[config.mk]
export PLATFORM = sky130hd
export DESIGN_NAME = term_writer
export DESIGN_NICKNAME = d
export VERILOG_FILES = /design/src/rtl/term_pkg.sv /design/src/rtl/term_writer.sv
export SDC_FILE = /design/constraint.sdc
export NUM_CORES = 1
export LEC_CHECK = 0
export BUFFER_PORTS_ARGS = -buffer_cell sky130_fd_sc_hd__buf_4
export CAP_MARGIN = 25
export CORE_AREA = 2 2 100 102
export CTS_BUF_LIST = sky130_fd_sc_hd__clkbuf_2
export DETAILED_ROUTE_END_ITERATION = 12
export DIE_AREA = 0 0 102 104
export PLACE_DENSITY = 0.76
export SETUP_SLACK_MARGIN = 0.5
export SYNTH_ARGS = -nofsm -noshare
export SYNTH_HDL_FRONTEND = slang
export SYNTH_SLANG_ARGS = --single-unit
[constraint.sdc]
create_clock -name mclk -period 2.7 [get_ports mclk]
set_clock_uncertainty 0.15 [all_clocks]
set_input_delay 0.27 -clock mclk [delete_from_list [all_inputs] [get_ports mclk]]
set_output_delay 0.27 -clock mclk [all_outputs]
set_load 0.02 [all_outputs]
[src/rtl/term_pkg.sv]
// rtl/term_pkg.sv - shared constants, control codes and state encoding for term_writer
package term_pkg;

    localparam int COLS         = 132;
    localparam int ROWS         = 30;
    localparam int SCREEN_CELLS = COLS * ROWS;

    localparam logic [7:0] DEF_ATTR   = 8'h70;
    localparam logic [7:0] BLANK_CHAR = 8'h20;

    localparam logic [7:0] CH_BS  = 8'h08;
    localparam logic [7:0] CH_LF  = 8'h0A;
    localparam logic [7:0] CH_FF  = 8'h0C;
    localparam logic [7:0] CH_CR  = 8'h0D;
    localparam logic [7:0] CH_ESC = 8'h1B;

    localparam logic [11:0] ROW_STRIDE    = 12'(COLS);
    localparam logic [11:0] LAST_CELL     = 12'(SCREEN_CELLS - 1);
    localparam logic [11:0] LAST_ROW_BASE = 12'(SCREEN_CELLS - COLS);
    localparam logic [7:0]  LAST_COL      = 8'(COLS - 1);
    localparam logic [4:0]  LAST_ROW      = 5'(ROWS - 1);

    typedef enum logic [2:0] {
        ST_CLEAR,
        ST_IDLE,
        ST_PUT,
        ST_ESC,
        ST_SCR_RD,
        ST_SCR_WR,
        ST_SCR_CLR
    } state_t;

    // Bytes that land in RAM as glyphs; everything else is a control code or ignored.
    function automatic logic is_printable(input logic [7:0] c);
        return (c >= 8'h20) && (c != 8'h7F);
    endfunction

endpackage

[src/rtl/term_writer.sv]
// rtl/term_writer.sv - byte-stream interpreter that writes the 132x30 text screen RAM
module term_writer
    import term_pkg::*;
(
    input  logic        mclk,
    input  logic        rst,
    input  logic [7:0]  in_data,
    input  logic        in_valid,
    output logic        in_ready,
    output logic [11:0] maddr,
    output logic [15:0] wr_data,
    input  logic [15:0] rd_data,
    output logic        mwe,
    output logic        busy,
    output logic [7:0]  cur_col,
    output logic [4:0]  cur_row
);

    // The state names the action that is issued onto the memory port at the
    // next clock edge; every port value is held in a register.
    state_t      state, state_n;
    logic [11:0] cnt, cnt_n;
    logic [11:0] row_base, row_base_n;
    logic [7:0]  attr, attr_n;
    logic [7:0]  col_n;
    logic [4:0]  row_n;
    logic [15:0] wr_q, wr_q_n;
    logic        fwd, fwd_n;
    logic [11:0] maddr_n;
    logic        mwe_n, busy_n, in_ready_n;
    logic        accept, line_feed;

    assign accept = in_valid && in_ready;

    // Scroll copies take the display's registered read port straight back out as
    // write data, so each cell needs only a read cycle and a write cycle.
    assign wr_data = fwd ? rd_data : wr_q;

    // State register.
    always_ff @(posedge mclk or posedge rst) begin
        if (rst) begin
            state <= ST_CLEAR;
        end else begin
            state <= state_n;
        end
    end

    // Cursor, attribute, counters and the registered memory/handshake outputs.
    always_ff @(posedge mclk or posedge rst) begin
        if (rst) begin
            cnt      <= '0;
            row_base <= '0;
            attr     <= DEF_ATTR;
            cur_col  <= '0;
            cur_row  <= '0;
            wr_q     <= '0;
            fwd      <= 1'b0;
            maddr    <= '0;
            mwe      <= 1'b0;
            busy     <= 1'b1;
            in_ready <= 1'b0;
        end else begin
            cnt      <= cnt_n;
            row_base <= row_base_n;
            attr     <= attr_n;
            cur_col  <= col_n;
            cur_row  <= row_n;
            wr_q     <= wr_q_n;
            fwd      <= fwd_n;
            maddr    <= maddr_n;
            mwe      <= mwe_n;
            busy     <= busy_n;
            in_ready <= in_ready_n;
        end
    end

    // Next-state and next-output decode; a line feed is resolved after the case
    // because both LF and a wrapping PUT reach it.
    always_comb begin
        state_n    = state;
        cnt_n      = cnt;
        row_base_n = row_base;
        attr_n     = attr;
        col_n      = cur_col;
        row_n      = cur_row;
        wr_q_n     = wr_q;
        fwd_n      = 1'b0;
        maddr_n    = maddr;
        mwe_n      = 1'b0;
        busy_n     = 1'b0;
        in_ready_n = 1'b0;
        line_feed  = 1'b0;

        case (state)
            ST_CLEAR: begin
                maddr_n = cnt;
                wr_q_n  = {attr, BLANK_CHAR};
                mwe_n   = 1'b1;
                busy_n  = 1'b1;
                if (cnt == LAST_CELL) begin
                    state_n    = ST_IDLE;
                    col_n      = '0;
                    row_n      = '0;
                    row_base_n = '0;
                end else begin
                    cnt_n = cnt + 12'd1;
                end
            end

            ST_IDLE: begin
                in_ready_n = 1'b1;
                if (accept) begin
                    if (is_printable(in_data)) begin
                        maddr_n    = row_base + {4'd0, cur_col};
                        wr_q_n     = {attr, in_data};
                        mwe_n      = 1'b1;
                        in_ready_n = 1'b0;
                        state_n    = ST_PUT;
                    end else begin
                        case (in_data)
                            CH_CR:  col_n = '0;
                            CH_LF:  line_feed = 1'b1;
                            CH_BS: begin
                                if (cur_col != 8'd0) col_n = cur_col - 8'd1;
                            end
                            CH_FF: begin
                                state_n    = ST_CLEAR;
                                cnt_n      = '0;
                                in_ready_n = 1'b0;
                                busy_n     = 1'b1;
                            end
                            CH_ESC: state_n = ST_ESC;
                            default: ;
                        endcase
                    end
                end
            end

            ST_PUT: begin
                in_ready_n = 1'b1;
                state_n    = ST_IDLE;
                if (cur_col == LAST_COL) begin
                    col_n     = '0;
                    line_feed = 1'b1;
                end else begin
                    col_n = cur_col + 8'd1;
                end
            end

            ST_ESC: begin
                in_ready_n = 1'b1;
                if (accept) begin
                    attr_n  = in_data;
                    state_n = ST_IDLE;
                end
            end

            ST_SCR_RD: begin
                maddr_n = cnt;
                busy_n  = 1'b1;
                state_n = ST_SCR_WR;
            end

            ST_SCR_WR: begin
                maddr_n = cnt - ROW_STRIDE;
                mwe_n   = 1'b1;
                fwd_n   = 1'b1;
                busy_n  = 1'b1;
                if (cnt == LAST_CELL) begin
                    cnt_n   = LAST_ROW_BASE;
                    state_n = ST_SCR_CLR;
                end else begin
                    cnt_n   = cnt + 12'd1;
                    state_n = ST_SCR_RD;
                end
            end

            ST_SCR_CLR: begin
                maddr_n = cnt;
                wr_q_n  = {attr, BLANK_CHAR};
                mwe_n   = 1'b1;
                busy_n  = 1'b1;
                if (cnt == LAST_CELL) begin
                    state_n = ST_IDLE;
                end else begin
                    cnt_n = cnt + 12'd1;
                end
            end

            default: begin
                state_n = ST_CLEAR;
                cnt_n   = '0;
                busy_n  = 1'b1;
            end
        endcase

        // Moving down a row is a pure pointer update; on the bottom row the
        // first scroll read is issued right away so no cycle is lost.
        if (line_feed) begin
            if (cur_row != LAST_ROW) begin
                row_n      = cur_row + 5'd1;
                row_base_n = row_base + ROW_STRIDE;
            end else begin
                state_n    = ST_SCR_WR;
                cnt_n      = ROW_STRIDE;
                maddr_n    = ROW_STRIDE;
                mwe_n      = 1'b0;
                busy_n     = 1'b1;
                in_ready_n = 1'b0;
            end
        end
    end

endmodule

==> flow_summary.ini <==
[logic_synthesis]
syn-num-nets = 600
synth-edff-count = 0
netlist_area_sq_um = 5120
synth_async_sr_flop_share = 1.00
synth-seq-cells = 80
synth_cell_types = 71
synthTopCellsByArea = dfrtp_1, mux2_2, ha_1, nand2_1, o21ai_0
yosys.area.top_type_share = 0.371
syn_inst = 553
synth_area_per_cell_sq_um = 9.27
ys.flop_type = dfrtp_1
synth_top_area_cell = dfrtp_1
seq_area_frac_synth = 0.392
yosysWarnings = 0

[power_and_ir_drop]
p_per_area_nw_per_um2 = 299
ir_drop_mv = 0.236
leakage_uw = 0.00300

[routing]
drc_errors = 0
drtIter0Drc = 447
wl_per_cell_um = 19.3
via_count = 5168
vias_per_cell = 6.40
wirelength_um = 15600
dr.pass1.iters = 7
antenna_left = 0

[sta]
hold_viol_final = 0
period_share = 0.886
setup_viol = 0
tns_ps = 0
drv_slew = 0
rsz0062_at_grt = true
slew_headroom = 0.597
timing.fmax_mhz = 418
min_period_ps = 2390
worst_slack_ps = 309
tightest_slew_ps = 603

[critical_path]
cp_num_cells = 8
cp_top_family = compound AO/OA/AOI/OAI gates
ff2ff_path_depth = 8
crit_chain = ha_4 > fa_2 > a211oi_2 > o21bai_2 > a21oi_2 > nor3b_2 > o221ai_2 > a211oi_2
arrival_ps = 2750
cp.required_ps = 3060
startpoint_type = flop
crit_path_frequent_cell = a211oi_2
crit_path_end_kind = flop
critPathMaxStageDelay_ps = 480
path_max_fanout = 3
worstSetupPathType = reg2reg
slowest_stage = dfrtp_1
critPathBufInv = 0

[clocking]
cts_buffers = 9
clkTransAtPathRegs_ps = 230
htree_levels = 3
ctsLongestPathBuffers = 2
clk_latency_ps = 580
cts_tree = done
cts.sinks = 80
cts-root-buf = clkbuf_2

[layout]
postLayoutCellArea_sq_um = 6810
nets = 717
drive_above_1_share = 0.407
fill_cells = 707
post-route-util = 0.713
instances_no_fill = 808
layout.area.seq_sq_um = 2030
multi_input_area_sq_um = 3340
antenna_cells = 0
area_growth_syn_to_layout_pct = 32.8

[worst_hold_path]
hold_path_depth = 6
hp-class = in2reg

[run_status]
status = completed

[place]
port_buffers = 70
placed_cell_area_sq_um = 5880
pre_cts_slack_ps = 206
dp.cells = 745
hpwlAfterDp_um = 9960
gp_congestion = 1.00

[floorplan]
num_rows = 36
initial_core_util = 0.537
die_w_um = 102
ioPinCount = 71
core-area_sq_um = 9550
die_y_um = 104
die-area_sq_um = 10600

[grt]
overflow = 0
grt_max_degree = 81
grt.total_usage = 0.281
first_global_vias = 4690
grt_pass1_wl_um = 23600
antenna_found_initial = 0

[flow_run]
drv_cap = 0
-- path summary, 6_finish.rpt --
kind,startpoint,end,slack (ps)
max in group asynchronous,rst,busy$_DFF_PP1_,1860
worst min-delay path,in_data[4],state[1]$_DFF_PP0_,130
worst max-delay path,row_base[0]$_DFFE_PP0P_,maddr[8]$_DFF_PP0_,310
min in group asynchronous,rst,attr[7]$_DFFE_PP0P_,190
worst min register to register,maddr[2]$_DFF_PP0_,maddr[2]$_DFF_PP0_,380
worst max register to register,row_base[0]$_DFFE_PP0P_,maddr[8]$_DFF_PP0_,310
-- sequential cells by signal, summed over array words and instances (netlist names), 3 cells and up --
register  flops
row_base     12
maddr        12
cur_row       5
cnt          12
attr          8
state         3
wr_q         16
cur_col       8
-- worst reg2reg max path: stages (launching register included) --
cell,delay (ps)
dfrtp_1,480
ha_4,200
fa_2,410
a211oi_2,260
o21bai_2,130
a21oi_2,180
nor3b_2,200
o221ai_2,120
a211oi_2,200
-- placed cells by master (no fill, tap or decap), types with 6 or more instances in the layout --
cell	n
xnor2_1	9
dlygate4sd3_1	9
nor3_2	6
mux2_2	33
nor2_1	39
or3_1	6
dfrtp_2	13
nor3_1	18
a211oi_1	6
nand4_1	9
a21oi_1	19
a21o_1	8
or3_4	6
ha_1	12
nand2_1	53
clkbuf_2	10
dfrtp_1	62
buf_4	117
inv_1	11
o21ai_1	9
o21ai_0	29
buf_6	8
o22ai_1	8
nand3_1	14
-- through the flow --
stage                     total power [uW]  hold WS [ps]
after detailed placement              1300           278
after floorplan                       1250           237
final                                 2040           133
after CTS                             2040           104
after global routing                  2100           156
after global placement                1300           274
-- cells by family after synthesis --
| family | after synthesis | synth area share |
|---|---|---|
| adders and majority gates | 20 | 0.0503 |
| xor gates and xnor gates | 15 | 0.0256 |
| buffers and inverters | 46 | 0.0376 |
| AOI/OAI and AO/OA | 162 | 0.224 |
| DFF | 80 | 0.392 |
| muxes | 38 | 0.0823 |
| and+or+nand+nor | 192 | 0.189 |
-- final cells by class --
type	instances	area share
multi-input cells	430	0.491
flip-flops and latches	80	0.298
well taps	133	0.0244
inverters	14	0.00864
clock inverters	6	0.0125
repair buffers	135	0.158
clock buffers	10	0.00735
-- metal layers --
layer	wire, um	GRT usage
met1	6200	0.366
met2	7500	0.453
met3	1240	0.0544
met4	642	0.121
met5	0	0
-- cell usage after synthesis (all sizes together) (3+ instances only) --
| master | number |
|---|---|
| a31oi | 3 |
| o22ai | 8 |
| nand3 | 15 |
| o21ai | 45 |
| or2 | 3 |
| nand2b | 4 |
| a221oi | 6 |
| a22oi | 4 |
| a21oi | 23 |
| dfrtp | 76 |
| a41oi | 3 |
| o21a | 6 |
| a211o | 3 |
| and2 | 3 |
| nor3 | 24 |
| mux2 | 33 |
| a222oi | 4 |
| o41ai | 3 |
| nor4 | 4 |
| xor2 | 5 |
| o31ai | 9 |
| ha | 19 |
| a21o | 8 |
| or3 | 12 |
| nor2b | 4 |
| mux2i | 5 |
| nand4 | 9 |
| a311oi | 5 |
| xnor2 | 10 |
| dfstp | 4 |
| inv | 14 |
| a211oi | 11 |
| buf | 10 |
| nor2 | 44 |
| nand3b | 4 |
| nand2 | 56 |
| o211ai | 4 |
| clkbuf | 22 |
| nand4b | 3 |
-- what timing repair did --
action                                  CTS  global route
setup buffers                            11            24
endpoints found under the setup margin   75            82
gates resized for setup                  35            74
hold buffers                              9             0
cloned                                    1             2
hold endpoints to repair                 96             0
pin swaps                                 7            20
-- power breakdown --
| group | internal (uW) | leakage (uW) | total (uW) | switching, uW |
|---|---|---|---|---|
| combinational | 42.4 | 0.00192 | 92.4 | 50.0 |
| sequential | 1200 | 0.00101 | 1200 | 0 |
| clock | 307 | 0.0000795 | 746 | 439 |
| total | 1550 | 0.00300 | 2040 | 489 |
Power figures use the tool's default switching activity.
